--- src/rtl/vscale_imem_prefetch.sv ---
// vscale_imem_prefetch
//
// Instruction prefetch queue in front of the read-only port (p1) of the
// dual-port HASTI SRAM. Sequential word reads are issued while the queue
// has credit; returned words are queued and handed to the core fetch stage
// over a valid/ready handshake. A redirect flushes the queue, restarts fetch
// at the new address and squashes any read still in its data phase.
//
// Ports
//   hclk, hresetn      clock, synchronous active-low reset
//   redirect           flush queue and restart fetch at redirect_pc
//   redirect_pc        new fetch address (bits [1:0] forced to zero)
//   inst_valid         head entry valid
//   inst_ready         core accepts head entry
//   inst_data          head instruction word
//   inst_pc            address of head word
//   inst_err           head word came back with an ERROR response
//   mem_addr/mem_read  address phase to SRAM p1
//   mem_rdata          read data from SRAM p1
//   mem_ready          SRAM p1 ready (low extends the data phase)
//   mem_resp           SRAM p1 response (0 = OKAY, 1 = ERROR)

module vscale_imem_prefetch #(
   parameter int          DEPTH    = 4,
   parameter logic [31:0] RESET_PC = 32'h200
) (
   input  logic        hclk,
   input  logic        hresetn,
   input  logic        redirect,
   input  logic [31:0] redirect_pc,
   output logic        inst_valid,
   input  logic        inst_ready,
   output logic [31:0] inst_data,
   output logic [31:0] inst_pc,
   output logic        inst_err,
   output logic [31:0] mem_addr,
   output logic        mem_read,
   input  logic [31:0] mem_rdata,
   input  logic        mem_ready,
   input  logic        mem_resp
);

   localparam int AW = $clog2(DEPTH);
   localparam int CW = AW + 1;
   localparam int SW = CW + 1;

   logic [31:0]   q_data [DEPTH];
   logic [31:0]   q_pc   [DEPTH];
   logic          q_err  [DEPTH];
   logic [AW-1:0] wr_ptr;
   logic [AW-1:0] rd_ptr;
   logic [CW-1:0] count;

   logic [31:0]   fetch_pc;
   logic [31:0]   dp_pc;      // address of the read currently in its data phase
   logic          inflight;
   logic          squash;

   logic          push;
   logic          pop;
   logic          credit_ok;
   logic [SW-1:0] credit_sum;
   logic [31:0]   target_pc;

   // Low address bits of the redirect target are forced to zero.
   logic          unused_pc_bits;
   assign unused_pc_bits = ^redirect_pc[1:0];

   assign inst_valid = (count != '0);
   assign inst_data  = inst_valid ? q_data[rd_ptr] : '0;
   assign inst_pc    = inst_valid ? q_pc[rd_ptr]   : '0;
   assign inst_err   = inst_valid ? q_err[rd_ptr]  : 1'b0;

   always_comb begin
      target_pc  = {redirect_pc[31:2], 2'b00};
      push       = inflight & mem_ready & ~squash & ~redirect;
      pop        = inst_valid & inst_ready & ~redirect;
      // Occupancy after this edge (pops excluded, so a pop only frees credit
      // next cycle) plus the read whose address phase completes now.
      credit_sum = {1'b0, count} + SW'(push) + SW'(mem_read);
      credit_ok  = credit_sum < SW'(DEPTH);
   end

   // Queue storage carries data only; validity lives in count.
   always_ff @(posedge hclk) begin
      if (push) begin
         q_data[wr_ptr] <= mem_rdata;
         q_pc[wr_ptr]   <= dp_pc;
         q_err[wr_ptr]  <= mem_resp;
      end
   end

   always_ff @(posedge hclk) begin
      if (!hresetn) begin
         wr_ptr   <= '0;
         rd_ptr   <= '0;
         count    <= '0;
         fetch_pc <= RESET_PC;
         mem_addr <= RESET_PC;
         mem_read <= 1'b0;
         dp_pc    <= '0;
         inflight <= 1'b0;
         squash   <= 1'b0;
      end else if (redirect) begin
         wr_ptr   <= '0;
         rd_ptr   <= '0;
         count    <= '0;
         fetch_pc <= target_pc;
         mem_addr <= target_pc;
         mem_read <= 1'b0;
         if (mem_ready) begin
            // A read accepted on this edge belongs to the old stream.
            inflight <= mem_read;
            squash   <= mem_read;
            dp_pc    <= mem_addr;
         end else begin
            // Data phase still pending; its word must be dropped on return.
            squash   <= squash | inflight;
         end
      end else begin
         if (push) wr_ptr <= wr_ptr + AW'(1);
         if (pop)  rd_ptr <= rd_ptr + AW'(1);
         count <= count + CW'(push) - CW'(pop);
         if (mem_ready) begin
            inflight <= mem_read;
            squash   <= 1'b0;
            dp_pc    <= mem_addr;
            mem_read <= credit_ok;
            mem_addr <= fetch_pc;
            if (credit_ok) fetch_pc <= fetch_pc + 32'd4;
         end
      end
   end

endmodule

--- config.mk ---
export PLATFORM = sky130hd
export DESIGN_NAME = vscale_imem_prefetch
export DESIGN_NICKNAME = d
export VERILOG_FILES = /design/src/rtl/vscale_imem_prefetch.sv
export SDC_FILE = /design/constraint.sdc
export NUM_CORES = 1
export LEC_CHECK = 0
export ABC_CLOCK_PERIOD_IN_PS = 3000
export BUFFER_PORTS_ARGS = -buffer_cell sky130_fd_sc_hd__buf_2
export CAP_MARGIN = 20
export CORE_MARGIN = 2
export CORE_UTILIZATION = 35
export DETAILED_ROUTE_END_ITERATION = 12
export SETUP_SLACK_MARGIN = 0.02
export SLEW_MARGIN = 25
export SYNTH_ARGS = -nofsm -noshare
export SYNTH_HDL_FRONTEND = slang
export SYNTH_SLANG_ARGS = --single-unit
--- constraint.sdc ---
create_clock -name hclk -period 3 [get_ports hclk]
set_clock_uncertainty 0.1 [all_clocks]
set_input_delay 0.6 -clock hclk [delete_from_list [all_inputs] [get_ports hclk]]
set_output_delay 0.6 -clock hclk [all_outputs]
set_load 0.1 [all_outputs]
==> metrics <==
final period utilization a little over nine tenths; CTS clk-pin slew, worst paths 0.06 ns; gpl congestion 0.7693; FF/Latch Area 9617 um^2; DRT antenna net count 0; synth-to-layout area growth 20.75%; syn_area_per_cell 15.97 um^2; initial antenna violation count 1; final WL 31440 um; clk_lat worst skew 0.52 ns; synthesized cell area 14020 um^2; r2r setup slk between 0.5 and 0.6 ns; hold worst-path end q_data[1][24]$_DFFE_PP_; power per cell area roughly 630 nW/um^2; Ports ~170; Hold Path Cell Cnt 1; max_cap viols 0; Max clock buf depth 3; max layer used met4; area of the multi-input gates just over 4000 um^2; largest net degree at the start of global routing 85; total global routing track utilization 15.19%; Synth Area in Compound Gates 5.194%; Post-Synth XOR/XNOR Area 0.9371%; vias in the first global route 7992; max-slew violations 0; Port-buffer cells 162; dominant synthesized flop cell edfxtp_1; DP Worst Slack 0.1469 ns; Reg-to-Reg Start count[1]$_SDFF_PP0_; Tightest Pin Transition 0.7878 ns; Crit path required time 2.30 ns; hold wc startpoint mem_rdata[24]; FILL cells 3607; Final #Nets ~1100; Reg2Reg Depth 8; Post-synth EDFFs about 250; Starting Density 35.37%; main combinational cell family by area after synthesis multiplexers; register area share after synthesis around 69%; Crit Path Class flip-flop to output port; post-synthesis mux area share 14.40%; YS warnings 0; chip width around 200 um; status finished, final reports clean; routed len/inst 19.48 um; Worst setup EP type output port; H-tree levels 2; CTS tree yes; routed vias between 8000 and 9000; WL met2 14480 um; worst rel slew slack 47.48%; area share of and/or/nand/nor cells after synthesis 7.988%; worst min path class input pin to flip-flop; first-pass GRT wire length 48210 um; DRT iter0 DRCs 365; vias per inst 4.963; Yosys cell types 50; Final Util approximately 43%; final hold vios 0; Root Buffer clkbuf_16; DR WL met3 1753 um; FF+latch count, synth 354; row count 73; layout cell share with drive strength beyond 1 29.74%; Final WS setup approximately 0.12 ns; Core Area 39640 um^2; Crit Path Max Fanout 31; Final min period 2.879 ns; M1 WL between 10000 and 15000 um; total gr overflow 0; Synth Area in Adders 0.9460%; final setup fails 0; setup TNS 0 ns; R2R Path End count[2]$_SDFF_PP0_; P_leak 6.126 nW; drt drc 0; Syn Inst Count 878; TritonRoute pass-1 iters 5; RSZ-0062 raised after global routing no; die area 41670 um^2; die span in y 204.1 um; Worst VDD drop 0.3119 mV; Worst Setup Start Kind flip-flop; clock sink count 354; Critical Path AT 2.18 ns; share of synthesized registers carrying an async set or reset 0%; hpwl dp about 20000 um; maximum clock rate ~350 MHz; CTS Buf Count 38
[how the worst max path moves through the flow]
stage                                endpoint  slack (ns)  cells past startpoint
finish                          inst_data[13]        0.12                      4
global route                    inst_data[22]        0.02                      4
CTS                               inst_pc[11]        0.03                      4
detailed placement  fetch_pc[28]$_SDFFE_PN0P_        0.15                      6
global placement    fetch_pc[28]$_SDFFE_PN0P_        0.19                      6
floorplan                         inst_pc[22]        0.19                      4
[cells in the final DEF, fill, tap and decap left out, types with 3 or more instances in the layout]
master,count
clkbuf_4,7
xor2_1,14
a31oi_1,8
nor4_1,4
diode_2,3
or3_1,4
or4_1,6
clkbuf_1,10
conb_1,4
nand3_1,9
clkinv_1,8
mux4_2,63
o211ai_1,5
clkbuf_8,4
and2_4,4
clkinv_2,3
a21oi_1,48
clkbuf_16,41
a211oi_1,7
dfxtp_1,100
nor3_1,6
o31ai_1,6
nand2_1,19
inv_1,9
and2_1,64
nor2_1,18
edfxtp_1,252
and3_1,7
nand4_1,4
ha_1,9
o21ai_0,33
buf_12,10
o2111ai_1,6
buf_4,23
nor2b_1,31
mux2i_1,60
buf_2,149
[synthesized netlist by cell type (all sizes together) (6+ instances only)]
library cell / number / area, um^2
a211oi: 8 / 65.06
clkbuf: 39 / 146.4
nand3: 9 / 45.04
o2111ai: 6 / 52.55
nand2: 20 / 82.58
a21oi: 48 / 240.2
o211ai: 6 / 50.05
a31oi: 8 / 50.05
dfxtp: 102 / 2042
buf: 16 / 87.59
nor2b: 31 / 193.9
nor3: 6 / 30.03
xor2: 14 / 122.6
nor2: 18 / 67.56
inv: 11 / 41.29
or4: 7 / 53.80
mux4: 63 / 1419
and3: 7 / 43.79
and2: 68 / 425.4
o21ai: 35 / 178.9
o31ai: 6 / 45.04
ha: 9 / 112.6
mux2i: 60 / 600.6
edfxtp: 252 / 7567
[cell type report]
type,instances,area share [%]
antenna,3,0.04435
clock buffer,56,6.652
inverter,11,0.2439
tap,525,3.880
timing repair buffer,191,7.191
sequential,354,56.81
clock inverter,13,0.6208
multi-input combinational,461,24.56
[cell families (layout without fill, tap and decap cells)]
| family | after synthesis | in the layout |
|---|---|---|
| AO/OA/AOI/OAI | 122 | 122 |
| XOR/XNOR | 15 | 15 |
| adder cells (fa/ha/maj) | 10 | 10 |
| buffers and inverters | 66 | 271 |
| flip-flops | 354 | 354 |
| multiplexers | 123 | 123 |
| other | 1 | 7 |
| AND/OR/NAND/NOR | 187 | 187 |
[power breakdown]
part / leakage, nW / switching, mW / internal (mW) / total (mW)
Clock: 0.603 / 1.81 / 2.76 / 4.57
Combinational: 2.35 / 0.453 / 0.157 / 0.610
Sequential: 3.18 / 0.0952 / 5.31 / 5.40
Total: 6.13 / 2.36 / 8.23 / 10.6
[registers in the layout (all words and copies together) (netlist names), named ones only]
register  flops
fetch_pc     30
q_data      128
count         3
q_pc        120
inflight      1
rd_ptr        2
q_err         4
mem_read      1
dp_pc        30
wr_ptr        2
squash        1
mem_addr     30
[worst max-delay path, stage by stage, from the launching register on]
cell and delay, ns:
dfxtp_4 0.40, buf_16 0.26, mux4_2 0.54, and2_1 0.16
buf_2 0.28
[what timing repair did]
| item | 4_1_cts | 5_1_grt |
|---|---|---|
| gates resized for setup | 1 | 20 |
| setup endpoints to repair | 14 | 18 |
| setup buffers | 1 | 0 |
| hold buffers | 0 | 0 |
| pin swaps | 0 | 0 |
[metrics by stage]
| stage | cell area [um^2] | hold WS, ns | cells | total power, mW |
|---|---|---|---|---|
| detailed placement | 15630 | 0.3909 | 1541 | 6.121 |
| global route | 16920 | 0.1703 | 1611 | 10.99 |
| global placement | 15630 | 0.3793 | 1541 | 6.108 |
| floorplan | 14040 | 0.3594 | 881 | 5.934 |
| finish | 16930 | 0.1985 | 1614 | 10.58 |
| CTS | 16880 | 0.1660 | 1611 | 10.73 |
[metal layers]
metal  vias up  GRT usage (%)
met4         0          3.934
li1       3756              -
met1      4010          21.36
met2       201          24.01
met3        43          3.173
met5         -              0
Note: power is estimated with default switching activity, not from simulation.
